===== src/rtl/ifetch_prefetch_if.sv =====
// Refill-port and memory-port signals of ifetch_prefetch, bundled as one interface.
// The prefetch buffer uses the master modport; the core/memory environment uses slave.
interface ifetch_prefetch_if #(
    parameter int XLEN = 32
);
    logic            i_req;
    logic [XLEN-1:0] i_addr;
    logic [XLEN-1:0] o_data;
    logic            o_ready;
    logic            o_mem_req;
    logic [XLEN-1:0] o_mem_addr;
    logic [XLEN-1:0] i_mem_data;
    logic            i_mem_ready;

    modport master (
        input  i_req, i_addr, i_mem_data, i_mem_ready,
        output o_data, o_ready, o_mem_req, o_mem_addr
    );

    modport slave (
        output i_req, i_addr, i_mem_data, i_mem_ready,
        input  o_data, o_ready, o_mem_req, o_mem_addr
    );
endinterface


===== src/rtl/ifetch_prefetch.sv =====
// Instruction prefetch buffer: serves i-cache refills from a FIFO of sequentially fetched words.
// Define ARVI_PREFETCH_EN to enable the FIFO and speculative reads; otherwise every refill is a direct read.
module ifetch_prefetch #(
    parameter int XLEN  = 32,
    parameter int DEPTH = 4
) (
    input  logic              i_clk,
    input  logic              i_rst,
    ifetch_prefetch_if.master bus
);

`ifdef ARVI_PREFETCH_EN
    localparam bit PF_EN = 1'b1;
`else
    localparam bit PF_EN = 1'b0;
`endif
    localparam int PW = (DEPTH > 1) ? $clog2(DEPTH) : 1;
    localparam int CW = $clog2(DEPTH + 1);

    typedef logic [XLEN-1:0] word_t;
    typedef enum logic [1:0] {ST_IDLE, ST_FETCH, ST_STALE} mem_state_e;

    function automatic word_t align(input word_t a);
        return {a[XLEN-1:2], 2'b00};
    endfunction

    mem_state_e     state_q, state_d;
    word_t          mem_addr_q, mem_addr_d;
    word_t          head_addr_q, head_addr_d;
    word_t          miss_addr_q, miss_addr_d;
    logic           pending_q, pending_d;
    logic           ready_q, ready_d;
    word_t          data_q, data_d;
    logic [CW-1:0]  count_q, count_d;
    logic [PW-1:0]  rd_ptr_q, rd_ptr_d;
    word_t          fifo_q [DEPTH];

    logic           push_en;
    logic [PW-1:0]  push_ptr;
    logic           req_eval, hit, miss, resp, mem_free;
    word_t          fill_addr;

    // NOTE: every signal written here gets a default first, so no path can leave one unassigned and infer a latch.
    always_comb begin
        state_d     = state_q;
        mem_addr_d  = mem_addr_q;
        head_addr_d = head_addr_q;
        miss_addr_d = miss_addr_q;
        pending_d   = pending_q;
        ready_d     = 1'b0;
        data_d      = data_q;
        count_d     = count_q;
        rd_ptr_d    = rd_ptr_q;
        push_en     = 1'b0;
        push_ptr    = rd_ptr_q + PW'(count_q);

        req_eval = bus.i_req && !ready_q && !pending_q;
        hit      = PF_EN && req_eval && (count_q != '0)
                   && (bus.i_addr[XLEN-1:2] == head_addr_q[XLEN-1:2]);
        miss     = req_eval && !hit;
        resp     = bus.i_mem_ready && (state_q != ST_IDLE);

        if (hit) begin
            data_d      = fifo_q[rd_ptr_q];
            ready_d     = 1'b1;
            rd_ptr_d    = rd_ptr_q + PW'(1);
            head_addr_d = head_addr_q + word_t'(4);
            count_d     = count_q - CW'(1);
        end else if (miss) begin
            count_d     = '0;
            pending_d   = 1'b1;
            miss_addr_d = align(bus.i_addr);
        end

        // A miss recorded this cycle is visible here, so a read to the same word that lands now is forwarded.
        if (resp) begin
            if (state_q == ST_STALE) begin
                data_d = data_q;
            end else if (pending_d && (mem_addr_q[XLEN-1:2] == miss_addr_d[XLEN-1:2])) begin
                data_d      = bus.i_mem_data;
                ready_d     = 1'b1;
                pending_d   = 1'b0;
                head_addr_d = miss_addr_d + word_t'(4);
            end else if (!pending_d && PF_EN && (count_d != CW'(DEPTH))) begin
                push_en = 1'b1;
                count_d = count_d + CW'(1);
            end
        end

        mem_free  = resp || (state_q == ST_IDLE);
        fill_addr = head_addr_d + word_t'({count_d, 2'b00});

        if (mem_free) begin
            if (pending_d) begin
                state_d    = ST_FETCH;
                mem_addr_d = miss_addr_d;
            end else if (PF_EN && (count_d != CW'(DEPTH))) begin
                state_d    = ST_FETCH;
                mem_addr_d = fill_addr;
            end else begin
                state_d    = ST_IDLE;
            end
        end else if (miss && (state_q == ST_FETCH)
                     && (mem_addr_q[XLEN-1:2] != miss_addr_d[XLEN-1:2])) begin
            state_d = ST_STALE;
        end
    end

    // NOTE: sequential state uses <= so every flop samples the pre-edge value of its _d input.
    always_ff @(posedge i_clk) begin
        if (i_rst) begin
            state_q     <= ST_IDLE;
            mem_addr_q  <= '0;
            head_addr_q <= '0;
            miss_addr_q <= '0;
            pending_q   <= 1'b0;
            ready_q     <= 1'b0;
            data_q      <= '0;
            count_q     <= '0;
            rd_ptr_q    <= '0;
        end else begin
            state_q     <= state_d;
            mem_addr_q  <= mem_addr_d;
            head_addr_q <= head_addr_d;
            miss_addr_q <= miss_addr_d;
            pending_q   <= pending_d;
            ready_q     <= ready_d;
            data_q      <= data_d;
            count_q     <= count_d;
            rd_ptr_q    <= rd_ptr_d;
        end
    end

    // NOTE: FIFO storage is not reset; entries are only read when count_q says they were written.
    always_ff @(posedge i_clk) begin
        if (push_en) begin
            fifo_q[push_ptr] <= bus.i_mem_data;
        end
    end

    assign bus.o_ready    = ready_q;
    assign bus.o_data     = data_q;
    assign bus.o_mem_req  = (state_q != ST_IDLE);
    assign bus.o_mem_addr = mem_addr_q;

endmodule

===== src/flat_wrapper.sv =====
// flat-port wrapper written by rule: the top's interface ports become plain ports
module ifetch_prefetch_flat 
#(
    parameter int XLEN  = 32,
    parameter int DEPTH = 4
)
  (i_clk, i_rst, bus_i_req, bus_i_addr, bus_i_mem_data, bus_i_mem_ready, bus_o_data, bus_o_ready, bus_o_mem_req, bus_o_mem_addr);
  ifetch_prefetch_if #(.XLEN(XLEN)) bus_i ();
  input  logic i_clk;
  input  logic i_rst;
  input wire logic [$bits(bus_i.i_req)-1:0] bus_i_req;
  input wire logic [$bits(bus_i.i_addr)-1:0] bus_i_addr;
  input wire logic [$bits(bus_i.i_mem_data)-1:0] bus_i_mem_data;
  input wire logic [$bits(bus_i.i_mem_ready)-1:0] bus_i_mem_ready;
  output wire logic [$bits(bus_i.o_data)-1:0] bus_o_data;
  output wire logic [$bits(bus_i.o_ready)-1:0] bus_o_ready;
  output wire logic [$bits(bus_i.o_mem_req)-1:0] bus_o_mem_req;
  output wire logic [$bits(bus_i.o_mem_addr)-1:0] bus_o_mem_addr;
  assign bus_i.i_req = bus_i_req;
  assign bus_i.i_addr = bus_i_addr;
  assign bus_i.i_mem_data = bus_i_mem_data;
  assign bus_i.i_mem_ready = bus_i_mem_ready;
  assign bus_o_data = bus_i.o_data;
  assign bus_o_ready = bus_i.o_ready;
  assign bus_o_mem_req = bus_i.o_mem_req;
  assign bus_o_mem_addr = bus_i.o_mem_addr;
  ifetch_prefetch #(.XLEN(XLEN), .DEPTH(DEPTH)) u_core (.i_clk(i_clk), .i_rst(i_rst), .bus(bus_i));
endmodule

===== config.mk =====
export PLATFORM = sky130hd
export DESIGN_NAME = ifetch_prefetch_flat
export DESIGN_NICKNAME = d
export VERILOG_FILES = /design/src/rtl/ifetch_prefetch_if.sv /design/src/rtl/ifetch_prefetch.sv /design/src/flat_wrapper.sv
export SDC_FILE = /design/constraint.sdc
export NUM_CORES = 1
export LEC_CHECK = 0
export BUFFER_PORTS_ARGS = -buffer_cell sky130_fd_sc_hd__buf_2
export CAP_MARGIN = 5
export CELL_PAD_IN_SITES_DETAIL_PLACEMENT = 1
export CELL_PAD_IN_SITES_GLOBAL_PLACEMENT = 2
export CORE_MARGIN = 1
export CORE_UTILIZATION = 30
export DETAILED_ROUTE_END_ITERATION = 10
export PLACE_DENSITY = 0.88
export SYNTH_ARGS = -nofsm -noshare
export SYNTH_HDL_FRONTEND = slang
export SYNTH_SLANG_ARGS = --single-unit

===== constraint.sdc =====
create_clock -name i_clk -period 3.6 [get_ports i_clk]
set_clock_uncertainty 0.05 [all_clocks]
set_input_delay 0.18 -clock i_clk [delete_from_list [all_inputs] [get_ports i_clk]]
set_output_delay 0.18 -clock i_clk [all_outputs]
set_load 0.01 [all_outputs]

==> load_flow_metrics.sql <==
INSERT INTO impl_metrics (metric_group, metric, value, unit) VALUES
('run_status', 'result_of_the_run', 'finished, final reports clean', ''),
('pwr', 'psw', '0.0007419', 'W'),
('clock_tree', 'post_cts_buffers', '0', ''),
('floorplan', 'die_height', '123.1', 'um'),
('setup_path', 'path_cells', 'nor3b_2 > buf_12 > mux2_2 > a222oi_1 > and4b_1 > and4_1 > buf_4 > nor4_1 > nor4b_1', ''),
('final_layout', 'design.final.nets', '665', ''),
('synthesis', 'yosysWarningCount', '0', ''),
('pwr', 'cellInternalPower', '0.001863', 'W'),
('synthesis', 'synth_seq_cells', '100', ''),
('sta', 'fin_tns_setup', '0', 'ns'),
('sta', 'drv_slew', '0', ''),
('synthesis', 'async_flop_share', '0', '%'),
('run', 'drv_cap', '0', ''),
('global_route', 'antenna_violations_before_repair', '0', ''),
('floorplan', 'core_area', '14100', 'sq um'),
('setup_path', 'max_stage_delay', '0.39', 'ns'),
('clock_tree', 'clock_tree.buffer_depth', '2', ''),
('sta', 'finalHoldViolCount', '0', ''),
('final_layout', 'sequential_cell_area', '2002', 'sq um'),
('setup_path', 'worst_setup_path_end_kind', 'flop', ''),
('synthesis', 'synth_cell_type_count', '50', ''),
('route', 'detail_route.iter0.violations', '234', ''),
('clock_tree', 'h-tree-depth', '3', ''),
('sta', 'hold_slack', '0.03341', 'ns'),
('synthesis', 'synth_cells', '483', ''),
('final_layout', 'areaGrowthSynthToFinish', '25.01', '%'),
('setup_path', 'critical_path.slowest_cell', 'buf_4', ''),
('route', 'drt-pass1-iter-count', '5', ''),
('synthesis', 'yosysTopAreaCellShare', '45.52', '%'),
('setup_path', 'cp_max_fo', '35', ''),
('sta', 'finalCriticalPeriod', '3.204', 'ns'),
('pwr', 'p_sw_share', '28.48', '%'),
('synthesis', 'synth.cell_area', '4398', 'sq um'),
('global_route', 'global_route.overflow_total', '0', ''),
('setup_path', 'worstPathBufferInverterCount', '2', ''),
('pwr', 'p_comb_share', '14.7', '%'),
('final_layout', 'layout.filler_cells', '1714', ''),
('global_route', 'grt_first_pass_wirelength', '21910', 'um'),
('floorplan', 'fp.dieArea', '15150', 'sq um'),
('route', 'ant_nets', '0', ''),
('sta', 'worstMarginPinSlew', '1.200', 'ns'),
('global_route', 'grt_pass1_vias', '4274', ''),
('floorplan', 'rows', '43', ''),
('final_layout', 'fraction_of_final_layout_cells_with_drive_strength_greater_than_1', '28.41', '%'),
('clock_tree', 'numCtsBuffers', '9', ''),
('floorplan', 'die-width', '123.1', 'um'),
('clock_tree', 'clk_lat_worst_skew', '0.36', 'ns'),
('synthesis', 'primary_flip_flop_cell_chosen_by_synthesis_mapping', 'dfxtp_1', ''),
('pwr', 'clock_network_fraction_of_design_power', '39.1', '%'),
('synthesis', 'synth.most_common_cell', 'dfxtp_1', ''),
('route', 'drt_wl_total', '14290', 'um'),
('sta', 'relSlewSlack', '20.03', '%'),
('floorplan', 'floorplan.initialDensity', '31.20', '%'),
('placement', 'gpl.final_weighted_congestion', '0.7650', ''),
('sta', 'maxClockFrequency', '312.1', 'MHz'),
('setup_path', 'crit_type', 'flop to flop', ''),
('clock_tree', 'cts-resized-gates', '0', ''),
('clock_tree', 'ctsHoldBuffers', '0', ''),
('setup_path', 'cp_data_required_time', '3.79', 'ns'),
('setup_path', 'category_of_cells_accounting_for_the_largest_share_of_critical_path_delay', 'simple AND/OR/NAND/NOR gates', ''),
('placement', 'numPortBuffers', '131', ''),
('final_layout', 'multi_input_comb_area', '2118', 'sq um'),
('floorplan', 'io_pins', '134', ''),
('clock_tree', 'cts.clk_slew.worst_paths', '0.07', 'ns'),
('pwr', 'power.static_leakage', '2.334', 'nW'),
('sta', 'final.period_utilization', '89.00', '%'),
('sta', 'finalSetupViolCount', '0', ''),
('sta', 'grt_setup_unrepaired', 'false', ''),
('placement', 'detailed_place_hpwl', '9882', 'um'),
('synthesis', 'synth-edff-count', '0', ''),
('global_route', 'grt_start_max_net_pins', '46', '');
-- registers in the layout, indices dropped and copies added (netlist names) --
register,cells
u_core.bus.o_data,32
u_core.bus.o_mem_addr,32
u_core.bus.o_ready,1
u_core.miss_addr_q,32
u_core.pending_q,1
u_core.state_q,2
-- worst paths after layout --
check	from	to	slack, ns	cells past startpoint
worst max-delay path	u_core.pending_q$_SDFF_PP0_	u_core.state_q[0]$_SDFFE_PP0P_	0.40	9
worst min-delay path	bus_i_mem_data[25]	u_core.bus.o_data[25]$_SDFFE_PP0P_	0.03	3
worst max register to register	u_core.pending_q$_SDFF_PP0_	u_core.state_q[0]$_SDFFE_PP0P_	0.40	9
worst min register to register	u_core.bus.o_data[20]$_SDFFE_PP0P_	u_core.bus.o_data[20]$_SDFFE_PP0P_	0.42	2
-- area by class of cell --
cell class                 count  area share [%]
clock inverter                 7           1.502
tap                          180           4.096
multi-input combinational    324           38.53
antenna                        1         0.04552
clock buffer                   9           4.096
inverter                      19           1.297
timing repair buffer         143           14.02
sequential                   100           36.41
-- layer usage --
| metal | global-route usage, % | vias up | wire length, um |
|---|---|---|---|
| met5 | 0 | - | 0 |
| met4 | 6.777 | 0 | 273 |
| met3 | 4.705 | 18 | 678 |
| met2 | 32.62 | 81 | 7156 |
| met1 | 23.04 | 2060 | 6185 |
| li1 | - | 1973 | - |
-- tightest hold or removal path: cells and delay by family --
family / cells / cell delay, ns
compound gates: 1 / 0.06
simple gates: 1 / 0.06
buf+inv: 1 / 0.10
-- metrics by stage --
step	setup WS [ns]	area, sq um	std cells	power, W
floorplan	1.037	4398	483	0.001456
global placement	0.5170	5187	766	0.001598
detailed placement	0.4027	5187	766	0.001613
CTS	0.3865	5495	782	0.002633
global route	0.1957	5495	782	0.002716
finish	0.3961	5498	783	0.002605
-- power by group through the flow --
| stage | combinational [W] | sequential, W | clock [W] |
|---|---|---|---|
| CTS | 0.000386 | 0.00120 | 0.00104 |
| finish | 0.000384 | 0.00120 | 0.00102 |
| detailed placement | 0.000385 | 0.00123 | 0 |
| global placement | 0.000374 | 0.00122 | 0 |
| floorplan | 0.000227 | 0.00123 | 0 |
| global route | 0.000418 | 0.00121 | 0.00109 |
-- logic make-up (layout without fill, tap and decap cells) --
kind of cell / after synthesis / count (layout) / synth area share, %
buffers and inverters: 59 / 178 / 6.430
XOR/XNOR: 31 / 31 / 6.174
multiplexers: 15 / 15 / 3.499
AND/OR/NAND/NOR: 129 / 129 / 16.19
other: 0 / 1 / 0
AO/OA/AOI/OAI: 149 / 149 / 22.19
flip-flops: 100 / 100 / 45.52
-- cells in the final DEF, fill, tap and decap left out, types with 2 or more instances in the layout --
cell | synthesis | layout
a31oi_1 | 3 | 3
o21ai_0 | 36 | 36
a22o_1 | 21 | 21
xor2_1 | 18 | 18
a21oi_1 | 55 | 55
a2bb2oi_1 | 2 | 2
xnor2_1 | 13 | 13
buf_12 | 0 | 2
buf_4 | 5 | 10
nand2b_1 | 4 | 4
nand4_1 | 35 | 35
o2bb2ai_1 | 11 | 11
nand2_1 | 41 | 41
clkbuf_16 | 0 | 9
a221oi_1 | 3 | 3
dfxtp_1 | 100 | 100
inv_1 | 19 | 19
nor2b_1 | 11 | 11
inv_8 | 0 | 2
buf_2 | 4 | 131
nor3_1 | 3 | 3
mux2_2 | 3 | 3
a2111oi_0 | 3 | 3
a222oi_1 | 3 | 3
mux2i_1 | 12 | 12
nor4_1 | 4 | 4
and2_1 | 2 | 2
nor3b_1 | 3 | 2
nor2_1 | 17 | 17
No activity file was read; power rests on OpenSTA's default activity.
